File: config.mk
export PLATFORM = sky130hd
export DESIGN_NAME = ap_txn_profiler
export DESIGN_NICKNAME = d
export VERILOG_FILES = /design/src/rtl/ap_txn_profiler.sv
export SDC_FILE = /design/constraint.sdc
export NUM_CORES = 1
export LEC_CHECK = 0
export ABC_AREA = 1
export ABC_CLOCK_PERIOD_IN_PS = 13600
export CAP_MARGIN = 20
export CELL_PAD_IN_SITES_DETAIL_PLACEMENT = 2
export CELL_PAD_IN_SITES_GLOBAL_PLACEMENT = 2
export CORE_MARGIN = 2
export CORE_UTILIZATION = 38
export DETAILED_ROUTE_END_ITERATION = 6
export PLACE_DENSITY_LB_ADDON = 0.08
export SLEW_MARGIN = 20
export SYNTH_ARGS = -nofsm -noshare
export SYNTH_HDL_FRONTEND = slang
export SYNTH_SLANG_ARGS = --single-unit
export TNS_END_PERCENT = 30
File: constraint.sdc
create_clock -name clock -period 13.6 [get_ports clock]
set_clock_uncertainty 0.1 [all_clocks]
set_input_delay 2.72 -clock clock [delete_from_list [all_inputs] [get_ports clock]]
set_output_delay 2.72 -clock clock [all_outputs]
set_load 0.02 [all_outputs]
File: src/rtl/ap_txn_profiler.sv
// Per-transaction profiler for an ap_ctrl block: timestamps start, measures
// start-to-ready / start-to-done latency and counts loop iterations into a record FIFO.
module ap_txn_profiler #(
    parameter int CNT_W  = 32,
    parameter int ITER_W = 16,
    parameter int DEPTH  = 4,
    parameter int DROP_W = 8
) (
    input  logic              clock,
    input  logic              reset,
    input  logic              ap_start,
    input  logic              ap_ready,
    input  logic              ap_done,
    input  logic              ap_continue,
    input  logic              iter_end,
    output logic              rec_valid,
    input  logic              rec_ready,
    output logic [CNT_W-1:0]  rec_start,
    output logic [CNT_W-1:0]  rec_rdy_lat,
    output logic [CNT_W-1:0]  rec_lat,
    output logic [ITER_W-1:0] rec_iters,
    output logic              rec_ovf,
    output logic              busy,
    output logic [DROP_W-1:0] drop_cnt
);

    localparam int AW    = $clog2(DEPTH);
    localparam int REC_W = 3 * CNT_W + ITER_W + 1;
    localparam logic [AW:0]       FULL_CNT = (AW+1)'(DEPTH);
    localparam logic [AW:0]       CNT_ONE  = (AW+1)'(1);
    localparam logic [AW:0]       CNT_ZERO = (AW+1)'(0);
    localparam logic [AW-1:0]     PTR_ONE  = AW'(1);
    localparam logic [CNT_W-1:0]  CYC_ONE  = CNT_W'(1);
    localparam logic [ITER_W-1:0] ITER_ONE = ITER_W'(1);
    localparam logic [DROP_W-1:0] DROP_ONE = DROP_W'(1);

    typedef enum logic [1:0] {
        ST_IDLE      = 2'd0,
        ST_BUSY      = 2'd1,
        ST_DONE_WAIT = 2'd2
    } state_t;

    state_t              state_r;
    logic [CNT_W-1:0]    cyc_r;
    logic [CNT_W-1:0]    start_r;
    logic [CNT_W-1:0]    rdy_lat_r;
    logic [CNT_W-1:0]    lat_r;
    logic [ITER_W-1:0]   iters_r;
    logic                ovf_r;
    logic                seen_r;
    logic                busy_r;
    logic [REC_W-1:0]    mem_r [DEPTH];
    logic [AW-1:0]       wr_ptr_r;
    logic [AW-1:0]       rd_ptr_r;
    logic [AW:0]         count_r;
    logic [DROP_W-1:0]   drop_r;

    logic [CNT_W-1:0]    start_base_s;
    logic [ITER_W-1:0]   iters_base_s;
    logic                ovf_base_s;
    logic                seen_base_s;
    logic [CNT_W-1:0]    elapsed_s;
    logic [ITER_W-1:0]   iters_nxt_s;
    logic                ovf_nxt_s;
    logic [CNT_W-1:0]    rdy_nxt_s;
    logic                seen_nxt_s;
    logic                push_s;
    logic [REC_W-1:0]    push_rec_s;
    logic                pop_s;
    logic                accept_s;
    logic                drop_s;

    // Transaction bookkeeping as seen this cycle; in IDLE the accumulators start from zero so the start cycle counts.
    always_comb begin
        if (state_r == ST_IDLE) begin
            start_base_s = cyc_r;
            iters_base_s = {ITER_W{1'b0}};
            ovf_base_s   = 1'b0;
            seen_base_s  = 1'b0;
        end else begin
            start_base_s = start_r;
            iters_base_s = iters_r;
            ovf_base_s   = ovf_r;
            seen_base_s  = seen_r;
        end
        elapsed_s = cyc_r - start_base_s;
        if (iter_end && (&iters_base_s)) begin
            iters_nxt_s = iters_base_s;
            ovf_nxt_s   = 1'b1;
        end else if (iter_end) begin
            iters_nxt_s = iters_base_s + ITER_ONE;
            ovf_nxt_s   = ovf_base_s;
        end else begin
            iters_nxt_s = iters_base_s;
            ovf_nxt_s   = ovf_base_s;
        end
        // Without an earlier ready, the ready latency falls back to the current elapsed time.
        rdy_nxt_s  = seen_base_s ? rdy_lat_r : elapsed_s;
        seen_nxt_s = seen_base_s | ap_ready;
        if (state_r == ST_DONE_WAIT) begin
            push_s     = ap_continue;
            push_rec_s = {start_r, rdy_lat_r, lat_r, iters_r, ovf_r};
        end else begin
            push_s     = ap_done && ap_continue && ((state_r == ST_BUSY) || ap_start);
            push_rec_s = {start_base_s, rdy_nxt_s, elapsed_s, iters_nxt_s, ovf_nxt_s};
        end
    end

    // FIFO handshake: a pop frees the slot a same-cycle push into a full FIFO needs.
    always_comb begin
        pop_s    = (count_r != CNT_ZERO) && rec_ready;
        accept_s = push_s && ((count_r != FULL_CNT) || pop_s);
        drop_s   = push_s && (count_r == FULL_CNT) && !pop_s;
    end

    // Free-running cycle counter.
    always_ff @(posedge clock) begin
        if (!reset) begin
            cyc_r <= {CNT_W{1'b0}};
        end else begin
            cyc_r <= cyc_r + CYC_ONE;
        end
    end

    // Transaction FSM with registered busy flag.
    always_ff @(posedge clock) begin
        if (!reset) begin
            state_r   <= ST_IDLE;
            busy_r    <= 1'b0;
            start_r   <= {CNT_W{1'b0}};
            rdy_lat_r <= {CNT_W{1'b0}};
            lat_r     <= {CNT_W{1'b0}};
            iters_r   <= {ITER_W{1'b0}};
            ovf_r     <= 1'b0;
            seen_r    <= 1'b0;
        end else begin
            case (state_r)
                ST_IDLE: begin
                    if (ap_start) begin
                        start_r   <= cyc_r;
                        iters_r   <= iters_nxt_s;
                        ovf_r     <= ovf_nxt_s;
                        seen_r    <= seen_nxt_s;
                        rdy_lat_r <= rdy_nxt_s;
                        lat_r     <= elapsed_s;
                        if (ap_done && ap_continue) begin
                            state_r <= ST_IDLE;
                            busy_r  <= 1'b0;
                        end else if (ap_done) begin
                            state_r <= ST_DONE_WAIT;
                            busy_r  <= 1'b1;
                        end else begin
                            state_r <= ST_BUSY;
                            busy_r  <= 1'b1;
                        end
                    end else begin
                        state_r <= ST_IDLE;
                        busy_r  <= 1'b0;
                    end
                end
                ST_BUSY: begin
                    iters_r   <= iters_nxt_s;
                    ovf_r     <= ovf_nxt_s;
                    seen_r    <= seen_nxt_s;
                    rdy_lat_r <= rdy_nxt_s;
                    if (ap_done) begin
                        lat_r <= elapsed_s;
                        if (ap_continue) begin
                            state_r <= ST_IDLE;
                            busy_r  <= 1'b0;
                        end else begin
                            state_r <= ST_DONE_WAIT;
                            busy_r  <= 1'b1;
                        end
                    end else begin
                        state_r <= ST_BUSY;
                        busy_r  <= 1'b1;
                    end
                end
                ST_DONE_WAIT: begin
                    if (ap_continue) begin
                        state_r <= ST_IDLE;
                        busy_r  <= 1'b0;
                    end else begin
                        state_r <= ST_DONE_WAIT;
                        busy_r  <= 1'b1;
                    end
                end
                default: begin
                    state_r <= ST_IDLE;
                    busy_r  <= 1'b0;
                end
            endcase
        end
    end

    // Record FIFO storage, pointers, occupancy and saturating drop counter.
    always_ff @(posedge clock) begin
        if (!reset) begin
            for (int i = 0; i < DEPTH; i++) begin
                mem_r[i] <= {REC_W{1'b0}};
            end
            wr_ptr_r <= {AW{1'b0}};
            rd_ptr_r <= {AW{1'b0}};
            count_r  <= CNT_ZERO;
            drop_r   <= {DROP_W{1'b0}};
        end else begin
            if (accept_s) begin
                mem_r[wr_ptr_r] <= push_rec_s;
                wr_ptr_r        <= wr_ptr_r + PTR_ONE;
            end
            if (pop_s) begin
                rd_ptr_r <= rd_ptr_r + PTR_ONE;
            end
            case ({accept_s, pop_s})
                2'b10:   count_r <= count_r + CNT_ONE;
                2'b01:   count_r <= count_r - CNT_ONE;
                default: count_r <= count_r;
            endcase
            if (drop_s && !(&drop_r)) begin
                drop_r <= drop_r + DROP_ONE;
            end
        end
    end

    assign rec_valid = (count_r != CNT_ZERO);
    assign {rec_start, rec_rdy_lat, rec_lat, rec_iters, rec_ovf} = mem_r[rd_ptr_r];
    assign busy      = busy_r;
    assign drop_cnt  = drop_r;

endmodule

==> results.sh, run 1 <==
export IMPL_status="completed"
export IMPL_netlist_area_um2=30200
export IMPL_wl_mm=111
export IMPL_maxSlewViolCount=0
export IMPL_postSynthCellCount=3595
export IMPL_cts_sinks=618
export IMPL_grt_max_degree=124
export IMPL_p_leak_nw=14.1
export IMPL_rsz0062_at_grt="false"
export IMPL_critPathLaunchType="input port"
export IMPL_clockRootBuffer="clkbuf_16"
export IMPL_setup_violations_final=0
export IMPL_area_delta_synth_final_pct=14.7
export IMPL_clock_path_buffers=3
export IMPL_num_antenna_cells=0
export IMPL_postSynthAreaPerCell_um2=8.39
export IMPL_ys_seq_area_share_pct=56.0
export IMPL_p_per_area_nw_per_um2=159
export IMPL_r2r_setup_slack_ns=7.58
export IMPL_postCtsHoldBufs=0
export IMPL_grt_overflow=0
export IMPL_ys_types=45
export IMPL_peakVddDrop_mv=0.0987
export IMPL_timing_fmax_mhz=127
export IMPL_tightest_slew_ns=1.10
export IMPL_relSlewSlack_pct=26.3
export IMPL_start_util_pct=38.3
export IMPL_crit_type="in -> reg"
export IMPL_ctsResizeCount=0
export IMPL_tritoncts="yes"
export IMPL_track_usage_pct=27.1
export IMPL_core_area_um2=78700
export IMPL_drt_first_pass_iters=5
export IMPL_die_area_um2=81700
export IMPL_crit_path_end_kind="register"
export IMPL_portBuffers=130
export IMPL_fin_crit_ns=7.88
export IMPL_gp_congestion=0.841
export IMPL_finalWorstSetupSlack_ns=5.72
export IMPL_r2r_end="mem_r[0][41]"
export IMPL_ys_seq_elements=618
export IMPL_die_height_um=286
export IMPL_cp_required_ns=13.75
export IMPL_hold_path_depth=2
export IMPL_cp_arrival_ns=8.03
export IMPL_vias=25600
export IMPL_htree_levels=3
export IMPL_drive_gt1_share_pct=4.74
export IMPL_hold_viol=0
export IMPL_drt_iter0_markers=1403
export IMPL_hpwl_mm=72.1
export IMPL_final_fill_count=8719
export IMPL_finalCritPeriodShare_pct=58.0
export IMPL_holdPathEnd="lat_r[1]"
export IMPL_num_io_pins=131
export IMPL_reg2regPathDepth=12
export IMPL_grt_pass1_wl_mm=170
export IMPL_drc=0
export IMPL_cts_made_buffers=73
export IMPL_postCtsSetupBuffers=0
export IMPL_hold_path_class="reg -> reg"
export IMPL_clkLatencyLatePin_ns=0.62
export IMPL_place_ws_ns=5.00
export IMPL_synth_nets=3640
export IMPL_path_max_fanout=59
export IMPL_fp_dieW_um=286
export IMPL_clk_pin_slew_ns=0.06
export IMPL_drv_cap=0
export IMPL_tns_ns=0
export IMPL_drt_antenna_violating_nets=0
export IMPL_post_drt_wl_per_cell_um=23.4
export IMPL_holdWs_ns=0.354
export IMPL_nNetsFinal=3674
export IMPL_worstHoldStart="lat_r[1]"
export IMPL_rr_startpoint="state_r[0]"
export IMPL_routed_via_density=5.41
export IMPL_rows=103
export IMPL_grt_pass1_vias=28400
export IMPL_yosysWarningCount=0
export IMPL_grt_antenna_before_repair=0
registers in the layout, summed over array words and instances, names as in the netlist, 3 cells and up, named ones only:
signal and cells:
iters_r 16, mem_r 452, drop_cnt 8, count_r 3, cyc_r 32, start_r 32, rdy_lat_r 32, lat_r 32
stage by stage:
stage	util [%]	cell area, um^2	std cells	power (mW)
after floorplan	-	30200	3595	2.97
after global placement	41.0	32300	4604	3.52
after detailed placement	41.0	32300	4604	3.59
after CTS	43.9	34600	4739	5.54
after global routing	43.9	34600	4739	5.71
final	43.9	34600	4739	5.48
per-layer routing:
layer	part of all wire (%)	wire length (um)	vias up	global-route usage [%]
met4	3.2	3600	0	8.97
met2	51	56800	453	49.0
li1	-	-	11900	-
met3	3.2	3570	160	3.11
met1	42	47100	13100	33.6
met5	0	0	-	0
logic make-up (layout without fill, tap and decap cells):
kind of cell / count (synthesis) / after routing / share of synthesized area (%)
XOR/XNOR: 25 / 25 / 0.726
AND/OR/NAND/NOR: 1459 / 1459 / 19.3
buffers and inverters: 696 / 790 / 8.86
adder cells (fa/ha/maj): 37 / 37 / 1.58
flip-flops: 618 / 618 / 56.0
AO/OA/AOI/OAI: 759 / 759 / 13.5
multiplexers: 1 / 1 / 0.0332
critical path, stage by stage:
cell and delay, ns:
clkdlybuf4s50_1 0.58, nand2_1 0.09, inv_1 0.09, nand3_1 0.12, o21ai_2 0.13, nand2_2 0.19, nor2_4 0.41, clkinv_2 0.68
nor2_2 0.45, nand2_4 0.56, nand2_4 1.00, buf_4 0.84
layout by cell type (no fill, tap or decap), drive strengths merged:
cell / Yosys / final
nor2: 746 / 746
nand2: 521 / 521
inv: 496 / 499
edfxtp: 452 / 452
o21ai: 402 / 402
a21oi: 193 / 193
dfxtp: 166 / 166
nand3: 131 / 131
clkdlybuf4s50: 0 / 129
o22ai: 113 / 113
clkbuf: 146 / 103
ha: 35 / 35
nor3: 33 / 33
buf: 52 / 28
clkinv: 2 / 27
o211ai: 23 / 23
xor2: 20 / 20
a211oi: 16 / 16
and2: 10 / 10
nand4: 10 / 10
o21a: 6 / 6
xnor2: 5 / 5
or2: 3 / 3
nand3b: 2 / 2
nor4: 2 / 2
fa: 2 / 2
clkinvlp: 0 / 2
bufinv: 0 / 2
a21o: 1 / 1
o21bai: 1 / 1
and2b: 1 / 1
o31ai: 1 / 1
o21ba: 1 / 1
a31oi: 1 / 1
o311ai: 1 / 1
mux2i: 1 / 1
cell type report:
type / instances / area (um^2) / area share, %
clock buffers: 103 / 2050 / 5.93
clock inverters: 32 / 275 / 0.796
inverters: 498 / 1880 / 5.42
multi-input cells: 2281 / 10700 / 30.9
flip-flops and latches: 618 / 16900 / 48.9
well taps: 1050 / 1310 / 3.80
repair buffers: 157 / 1500 / 4.34
synthesized netlist by cell type:
| cell type | number | area share [%] |
|---|---|---|
| buf_2 | 31 | 0.51 |
| o22ai_1 | 113 | 2.3 |
| nor3_1 | 30 | 0.50 |
| nand3_1 | 131 | 2.2 |
| and2b_1 | 1 | 0.025 |
| o21ai_2 | 1 | 0.029 |
| nand2_2 | 5 | 0.10 |
| mux2i_1 | 1 | 0.033 |
| o21a_1 | 6 | 0.15 |
| clkinv_1 | 2 | 0.025 |
| clkbuf_1 | 146 | 1.8 |
| nor4_1 | 2 | 0.041 |
| edfxtp_1 | 452 | 45 |
| buf_1 | 17 | 0.21 |
| xor2_1 | 20 | 0.58 |
| or2_2 | 2 | 0.041 |
| xnor2_1 | 5 | 0.15 |
| nand3b_1 | 2 | 0.050 |
| or2_1 | 1 | 0.021 |
| fa_1 | 2 | 0.13 |
| and2_1 | 10 | 0.21 |
| nor2_1 | 736 | 9.2 |
| o211ai_1 | 23 | 0.57 |
| ha_1 | 35 | 1.5 |
| inv_1 | 489 | 6.1 |
| a21o_1 | 1 | 0.025 |
| nand2_1 | 515 | 6.4 |
| o31ai_1 | 1 | 0.025 |
| a211oi_1 | 16 | 0.40 |
| nor2_4 | 2 | 0.075 |
| o311ai_0 | 1 | 0.029 |
| o21ai_0 | 396 | 6.6 |
| nor3_2 | 3 | 0.10 |
| a21oi_1 | 193 | 3.2 |
| a31oi_1 | 1 | 0.021 |
| o21ba_2 | 1 | 0.033 |
| inv_2 | 7 | 0.087 |
| o21ai_1 | 5 | 0.083 |
| nand2_4 | 1 | 0.037 |
| nor2_2 | 8 | 0.17 |
| dfxtp_1 | 166 | 11 |
| buf_4 | 2 | 0.050 |
| buf_6 | 2 | 0.075 |
| nand4_1 | 10 | 0.21 |
| o21bai_1 | 1 | 0.025 |
how the worst max path moves through the flow:
stage                    to  startpoint  cells after the start
6_report       mem_r[0][41]     ap_done                     12
5_1_grt        mem_r[0][35]     ap_done                     12
3_5_place_dp   mem_r[0][34]     ap_done                     12
3_3_place_gp   mem_r[0][34]     ap_done                     12
2_1_floorplan   mem_r[3][0]     ap_done                      6
4_1_cts        mem_r[0][43]     ap_done                     12
power by group:
group / leakage, nW / switching, mW / internal (mW)
logic: 6.92 / 0.919 / 0.424
clock network: 1.14 / 0.838 / 1.10
registers: 6.04 / 0.0703 / 2.13
total: 14.1 / 1.83 / 3.66
No activity file was read; power rests on OpenSTA's default activity.
==> run 2: changes to the inputs <==
--- a/config.mk
+++ b/config.mk
@@ -6,7 +6,7 @@
 export NUM_CORES = 1
 export LEC_CHECK = 0
 export ABC_AREA = 1
-export ABC_CLOCK_PERIOD_IN_PS = 13600
+export ABC_CLOCK_PERIOD_IN_PS = 7600
 export CAP_MARGIN = 20
 export CELL_PAD_IN_SITES_DETAIL_PLACEMENT = 2
 export CELL_PAD_IN_SITES_GLOBAL_PLACEMENT = 2
==> constraint.sdc (replaced) <==
create_clock -name clock -period 7.6 [get_ports clock]
set_clock_uncertainty 0.1 [all_clocks]
set_input_delay 1.52 -clock clock [delete_from_list [all_inputs] [get_ports clock]]
set_output_delay 1.52 -clock clock [all_outputs]
set_load 0.02 [all_outputs]
==> run 2 against run 1 <==
Net effect: worst hold slack better by 0.010 ns; via count decreased by 0.29%; sequential power is 78% higher; setup slack lost 3.5 ns; power increased by 82%; count of clock-buffer cells in the layout fell by 5; sequential cell count stayed put; core utilization up 0.24 points; final cell count is 0.13% higher; critical path depth unchanged; die area unchanged; clock power is 87% higher.
==> results.sh, run 2 (synthesis gave the netlist of run 1 again) <==
export IMPL_status="completed"
export IMPL_place_ws_ns=1.52
export IMPL_start_util_pct=38.3
export IMPL_p_sw_mw=3.28
export IMPL_grt_pass1_wl_mm=171
export IMPL_tns_ns=0
export IMPL_fp_dieW_um=286
export IMPL_die_height_um=286
export IMPL_regMostFlops="mem_r"
export IMPL_tightest_slew_ns=1.11
export IMPL_wl_mm=111
export IMPL_reg2regPathDepth=11
export IMPL_pwr_share_clk_pct=36.4
export IMPL_num_antenna_cells=0
export IMPL_nNetsFinal=3679
export IMPL_hold_path_depth=2
export IMPL_critPathLaunchType="input port"
export IMPL_timing_fmax_mhz=186
export IMPL_p_per_area_nw_per_um2=286
export IMPL_drv_cap=0
export IMPL_drt_first_pass_iters=5
export IMPL_layout_commonest_cell="nor2_1"
export IMPL_finalWorstSetupSlack_ns=2.23
export IMPL_postCtsHoldBufs=0
export IMPL_combPwrFrac_pct=24.3
export IMPL_crit_path_end_kind="register"
export IMPL_p_int_mw=6.68
export IMPL_largest_register_ffs=452
export IMPL_cp_cell_sequence="clkdlybuf4s50_1, nand2_1, inv_1, nand3_1, o21ai_2, nand2_2, nor2_4, clkinv_2, nor2_2, nand2_4, nand2_4, buf_4"
export IMPL_cp_required_ns=7.75
export IMPL_num_io_pins=131
export IMPL_hold_path_class="reg -> reg"
export IMPL_finalCritPeriodShare_pct=70.7
export IMPL_grt_overflow=0
export IMPL_drt_antenna_violating_nets=0
export IMPL_utilization_pct=44.2
export IMPL_crit_type="in -> reg"
export IMPL_grt_antenna_before_repair=1
export IMPL_holdWs_ns=0.364
export IMPL_post_drt_wl_per_cell_um=23.4
export IMPL_path_max_fanout=54
export IMPL_hpwl_mm=71.4
export IMPL_grt_max_degree=205
export IMPL_cp_arrival_ns=5.52
export IMPL_rsz0062_at_grt="false"
export IMPL_clock_path_buffers=3
export IMPL_track_usage_pct=27.3
export IMPL_crit_slowest_cell="buf_4"
export IMPL_peakVddDrop_mv=0.174
export IMPL_fin_crit_ns=5.37
export IMPL_cts_made_buffers=74
export IMPL_gp_congestion=0.831
export IMPL_htree_levels=3
export IMPL_portBuffers=130
export IMPL_ctsResizeCount=0
export IMPL_relSlewSlack_pct=26.2
export IMPL_die_area_um2=81700
export IMPL_core_area_um2=78700
export IMPL_tritoncts="yes"
export IMPL_p_leak_nw=14.2
export IMPL_rows=103
export IMPL_vias=25600
export IMPL_clk_pin_slew_ns=0.06
export IMPL_clockRootBuffer="clkbuf_16"
export IMPL_maxSlewViolCount=0
export IMPL_setup_violations_final=0
export IMPL_seqPwrFrac_pct=39.3
export IMPL_drive_gt1_share_pct=4.79
export IMPL_grt_pass1_vias=28600
export IMPL_max_stage_delay_ns=0.61
export IMPL_finalPower_mw=9.96
export IMPL_routed_via_density=5.39
export IMPL_cpMostUsedCell="nand2_4"
export IMPL_final_cell_mix="nor2_1, nand2_1, inv_1"
export IMPL_area_delta_synth_final_pct=15.3
export IMPL_hold_viol=0
export IMPL_postCtsSetupBuffers=0
export IMPL_switching_share_pct=32.9
export IMPL_drc=0
export IMPL_clkLatencyLatePin_ns=0.64
export IMPL_cts_sinks=618
export IMPL_drt_iter0_markers=1331
[run 2: cell count changes in the layout (fill, tap and decap cells not counted), moves of 2 or more]
cell | previous run | this run
buf_12 | 0 | 4
buf_4 | 26 | 24
buf_6 | 1 | 3
bufinv_16 | 2 | 7
clkbuf_8 | 7 | 3
clkinv_1 | 9 | 15
clkinv_4 | 3 | 0
clkinvlp_4 | 2 | 0
inv_16 | 1 | 3
[run 2: routing by layer]
| layer | wire, um | global-route usage, % | vias to the layer above |
|---|---|---|---|
| li1 | - | - | 11900 |
| met1 | 46900 | 33.5 | 13000 |
| met2 | 55000 | 47.9 | 453 |
| met3 | 3660 | 3.45 | 205 |
| met4 | 5460 | 12.2 | 0 |
| met5 | 0 | 0 | - |
[run 2: worst max-delay path: cells and delay by family]
kind,cells,cell delay (ns)
buffers and inverters,4,1.75
AOI/OAI and AO/OA,1,0.10
and+or+nand+nor,7,2.11
[run 2: worst paths after layout]
check,from,end,slack (ns)
worst min register to register,start_r[2],start_r[2],0.36
worst max register to register,count_r[0],mem_r[0][110],3.21
worst min-delay path,start_r[2],start_r[2],0.36
worst max-delay path,ap_done,mem_r[0][110],2.23
[run 2: per-stage QoR]
stage	std cells	cell area, um^2
after floorplan	3595	30200
after global placement	4608	32300
after detailed placement	4608	32400
after CTS	4745	34800
after global routing	4745	34800
final	4745	34800
[run 2: power groups by stage]
| stage | Clock [mW] | Sequential (mW) | Combinational (mW) |
|---|---|---|---|
| 6_report | 3.63 | 3.91 | 2.42 |
| 5_1_grt | 3.82 | 3.93 | 2.63 |
| 4_1_cts | 3.70 | 3.91 | 2.45 |
| 3_5_place_dp | 0 | 3.98 | 2.42 |
| 3_3_place_gp | 0 | 3.96 | 2.32 |
| 2_1_floorplan | 0 | 3.95 | 1.37 |
[run 2: cell type report]
class / count / area (um^2)
clock inverters: 39 / 434
inverters: 498 / 1880
multi-input cells: 2281 / 10700
clock buffers: 98 / 1990
well taps: 1050 / 1310
repair buffers: 161 / 1590
flip-flops and latches: 618 / 16900
fillers: 8657 / 44000
==> run 3: changes to the inputs <==
--- a/config.mk
+++ b/config.mk
@@ -6,12 +6,12 @@
 export NUM_CORES = 1
 export LEC_CHECK = 0
 export ABC_AREA = 1
-export ABC_CLOCK_PERIOD_IN_PS = 7600
+export ABC_CLOCK_PERIOD_IN_PS = 4400
 export CAP_MARGIN = 20
 export CELL_PAD_IN_SITES_DETAIL_PLACEMENT = 2
 export CELL_PAD_IN_SITES_GLOBAL_PLACEMENT = 2
 export CORE_MARGIN = 2
-export CORE_UTILIZATION = 38
+export CORE_UTILIZATION = 34
 export DETAILED_ROUTE_END_ITERATION = 6
 export PLACE_DENSITY_LB_ADDON = 0.08
 export SLEW_MARGIN = 20
==> constraint.sdc (replaced) <==
create_clock -name clock -period 4.4 [get_ports clock]
set_clock_uncertainty 0.1 [all_clocks]
set_input_delay 0.88 -clock clock [delete_from_list [all_inputs] [get_ports clock]]
set_output_delay 0.88 -clock clock [all_outputs]
set_load 0.02 [all_outputs]
==> run 3 against run 2 <==
Net effect: worst hold slack got worse by 0.0018 ns; largest power group unchanged; routed wire length increased by 1.3%; cell area increased by 1.8%; first-iteration DRC count decreased by 13%; non-clock buffer count increased by 35; critical endpoint is now rec_rdy_lat[2]; register-to-register slack got worse by 2.7 ns; highest routed layer is now met5; sequential cell count unchanged.
==> results.sh, run 3 (synthesis gave the netlist of run 1 again) <==
export IMPL_grt_overflow=0
export IMPL_postCtsSetupBuffers=0
export IMPL_fin_crit_ns=4.21
export IMPL_r2r_setup_slack_ns=0.48
export IMPL_drt_antenna_violating_nets=0
export IMPL_drt_first_pass_iters=5
export IMPL_clk_pin_slew_ns=0.06
export IMPL_hold_path_class="reg -> reg"
export IMPL_ctsResizeCount=1
export IMPL_clock_path_buffers=3
export IMPL_regMostFlops="mem_r"
export IMPL_dp_cells=4758
export IMPL_drt_iter0_markers=1160
export IMPL_fin_cells=4897
export IMPL_rsz0062_at_grt="false"
export IMPL_start_util_pct=34.3
export IMPL_drv_cap=0
export IMPL_critPathLaunchType="register"
export IMPL_layout_commonest_cell="nor2_1"
export IMPL_peakVddDrop_mv=0.316
export IMPL_reg2regPathDepth=15
export IMPL_wl_mm=113
export IMPL_rows=109
export IMPL_p_leak_nw=14.4
export IMPL_final_fill_count=9833
export IMPL_die_height_um=302
export IMPL_tritoncts="yes"
export IMPL_drc=0
export IMPL_nNetsFinal=3714
export IMPL_cp_arrival_ns=3.23
export IMPL_largest_register_ffs=452
export IMPL_p_per_area_nw_per_um2=488
export IMPL_cts_sinks=618
export IMPL_timing_fmax_mhz=237
export IMPL_crit_path_end_kind="primary output"
export IMPL_setup_violations_final=0
export IMPL_grt_antenna_before_repair=2
export IMPL_hold_viol=0
export IMPL_status="completed"
export IMPL_cp_required_ns=3.42
export IMPL_tightest_slew_ns=1.03
export IMPL_r2r_end="mem_r[2][61]"
export IMPL_utilization_pct=40.2
export IMPL_area_delta_synth_final_pct=17.4
export IMPL_grt_max_degree=127
export IMPL_core_area_um2=88100
export IMPL_fp_dieW_um=302
export IMPL_num_io_pins=131
export IMPL_htree_levels=3
export IMPL_vias=25400
export IMPL_max_stage_delay_ns=0.71
export IMPL_final_cell_mix="nor2_1, nand2_1, inv_1"
export IMPL_relSlewSlack_pct=31.1
export IMPL_crit_slowest_cell="clkdlybuf4s50_1"
export IMPL_die_area_um2=91200
export IMPL_clkLatencyLatePin_ns=0.64
export IMPL_crit_type="reg -> out"
export IMPL_postCtsHoldBufs=0
export IMPL_routed_via_density=5.19
export IMPL_path_max_fanout=39
export IMPL_grt_pass1_vias=28400
export IMPL_hpwl_mm=73.8
export IMPL_drive_gt1_share_pct=5.98
export IMPL_worstHoldStart="lat_r[1]"
export IMPL_gp_congestion=0.830
export IMPL_cp_cell_sequence="inv_6, buf_4, o21ai_0, o22ai_1, clkdlybuf4s50_1"
export IMPL_hold_path_depth=2
export IMPL_maxSlewViolCount=0
export IMPL_cts_made_buffers=74
export IMPL_holdWs_ns=0.362
export IMPL_clockRootBuffer="clkbuf_16"
export IMPL_rr_startpoint="state_r[0]"
export IMPL_portBuffers=130
export IMPL_finalCritPeriodShare_pct=95.7
export IMPL_holdPathEnd="lat_r[1]"
export IMPL_grt_pass1_wl_mm=172
export IMPL_post_drt_wl_per_cell_um=23.0
export IMPL_track_usage_pct=24.9
run 3: cell count changes in the layout (fill, tap and decap cells not counted), moves of 3 or more:
cell,before,now
bufinv_16,7,4
clkbuf_8,3,13
buf_4,24,47
clkinv_1,15,9
buf_12,4,18
run 3: worst max-delay path by stage:
stage,start,to,slack [ns]
after global placement,register,rec_lat[2],0.44
after global routing,register,rec_rdy_lat[2],0.04
after detailed placement,ap_done,mem_r[0][112],0.37
after CTS,register,rec_lat[2],0.02
after floorplan,ap_done,mem_r[0][0],-0.57
final,register,rec_rdy_lat[2],0.19
run 3: critical path: cells and delay by family, from the launching register on:
family | cells | cell delay (ns)
AOI/OAI and AO/OA | 2 | 0.56
buffers and inverters | 3 | 1.47
DFF | 1 | 0.52
run 3: stage by stage:
| stage | setup TNS [ns] | area, um^2 | power [mW] | worst slack, ns |
|---|---|---|---|---|
| 2_1_floorplan | -140.98 | 30200 | 9.18 | -0.573 |
| 3_3_place_gp | 0 | 32900 | 11.0 | 0.439 |
| 3_5_place_dp | 0 | 32900 | 11.2 | 0.366 |
| 4_1_cts | 0 | 35400 | 17.5 | 0.0180 |
| 5_1_grt | 0 | 35400 | 18.1 | 0.0376 |
| 6_report | 0 | 35400 | 17.3 | 0.187 |
run 3: final cells by class:
type                            instances  area (um^2)  share of cell area, %
Antenna cell                            1         2.50                0.00706
Clock buffer                          110         2140                   6.04
Clock inverter                         28          319                  0.901
Inverter                              498         1890                   5.33
Multi-Input combinational cell       2281        10700                   30.2
Sequential cell                       618        16900                   47.7
Tap cell                             1165         1460                   4.11
Timing Repair Buffer                  196         2020                   5.70
run 3: report_power, final:
group	switching (mW)	internal, mW
Combinational	2.89	1.40
Sequential	0.155	6.59
Clock	2.61	3.63
run 3: layer usage:
metal | wire length (um) | global-route usage (%)
met1 | 49000 | 30.9
met2 | 56300 | 44.3
met3 | 3180 | 2.97
met4 | 4050 | 8.96
met5 | 16 | 0
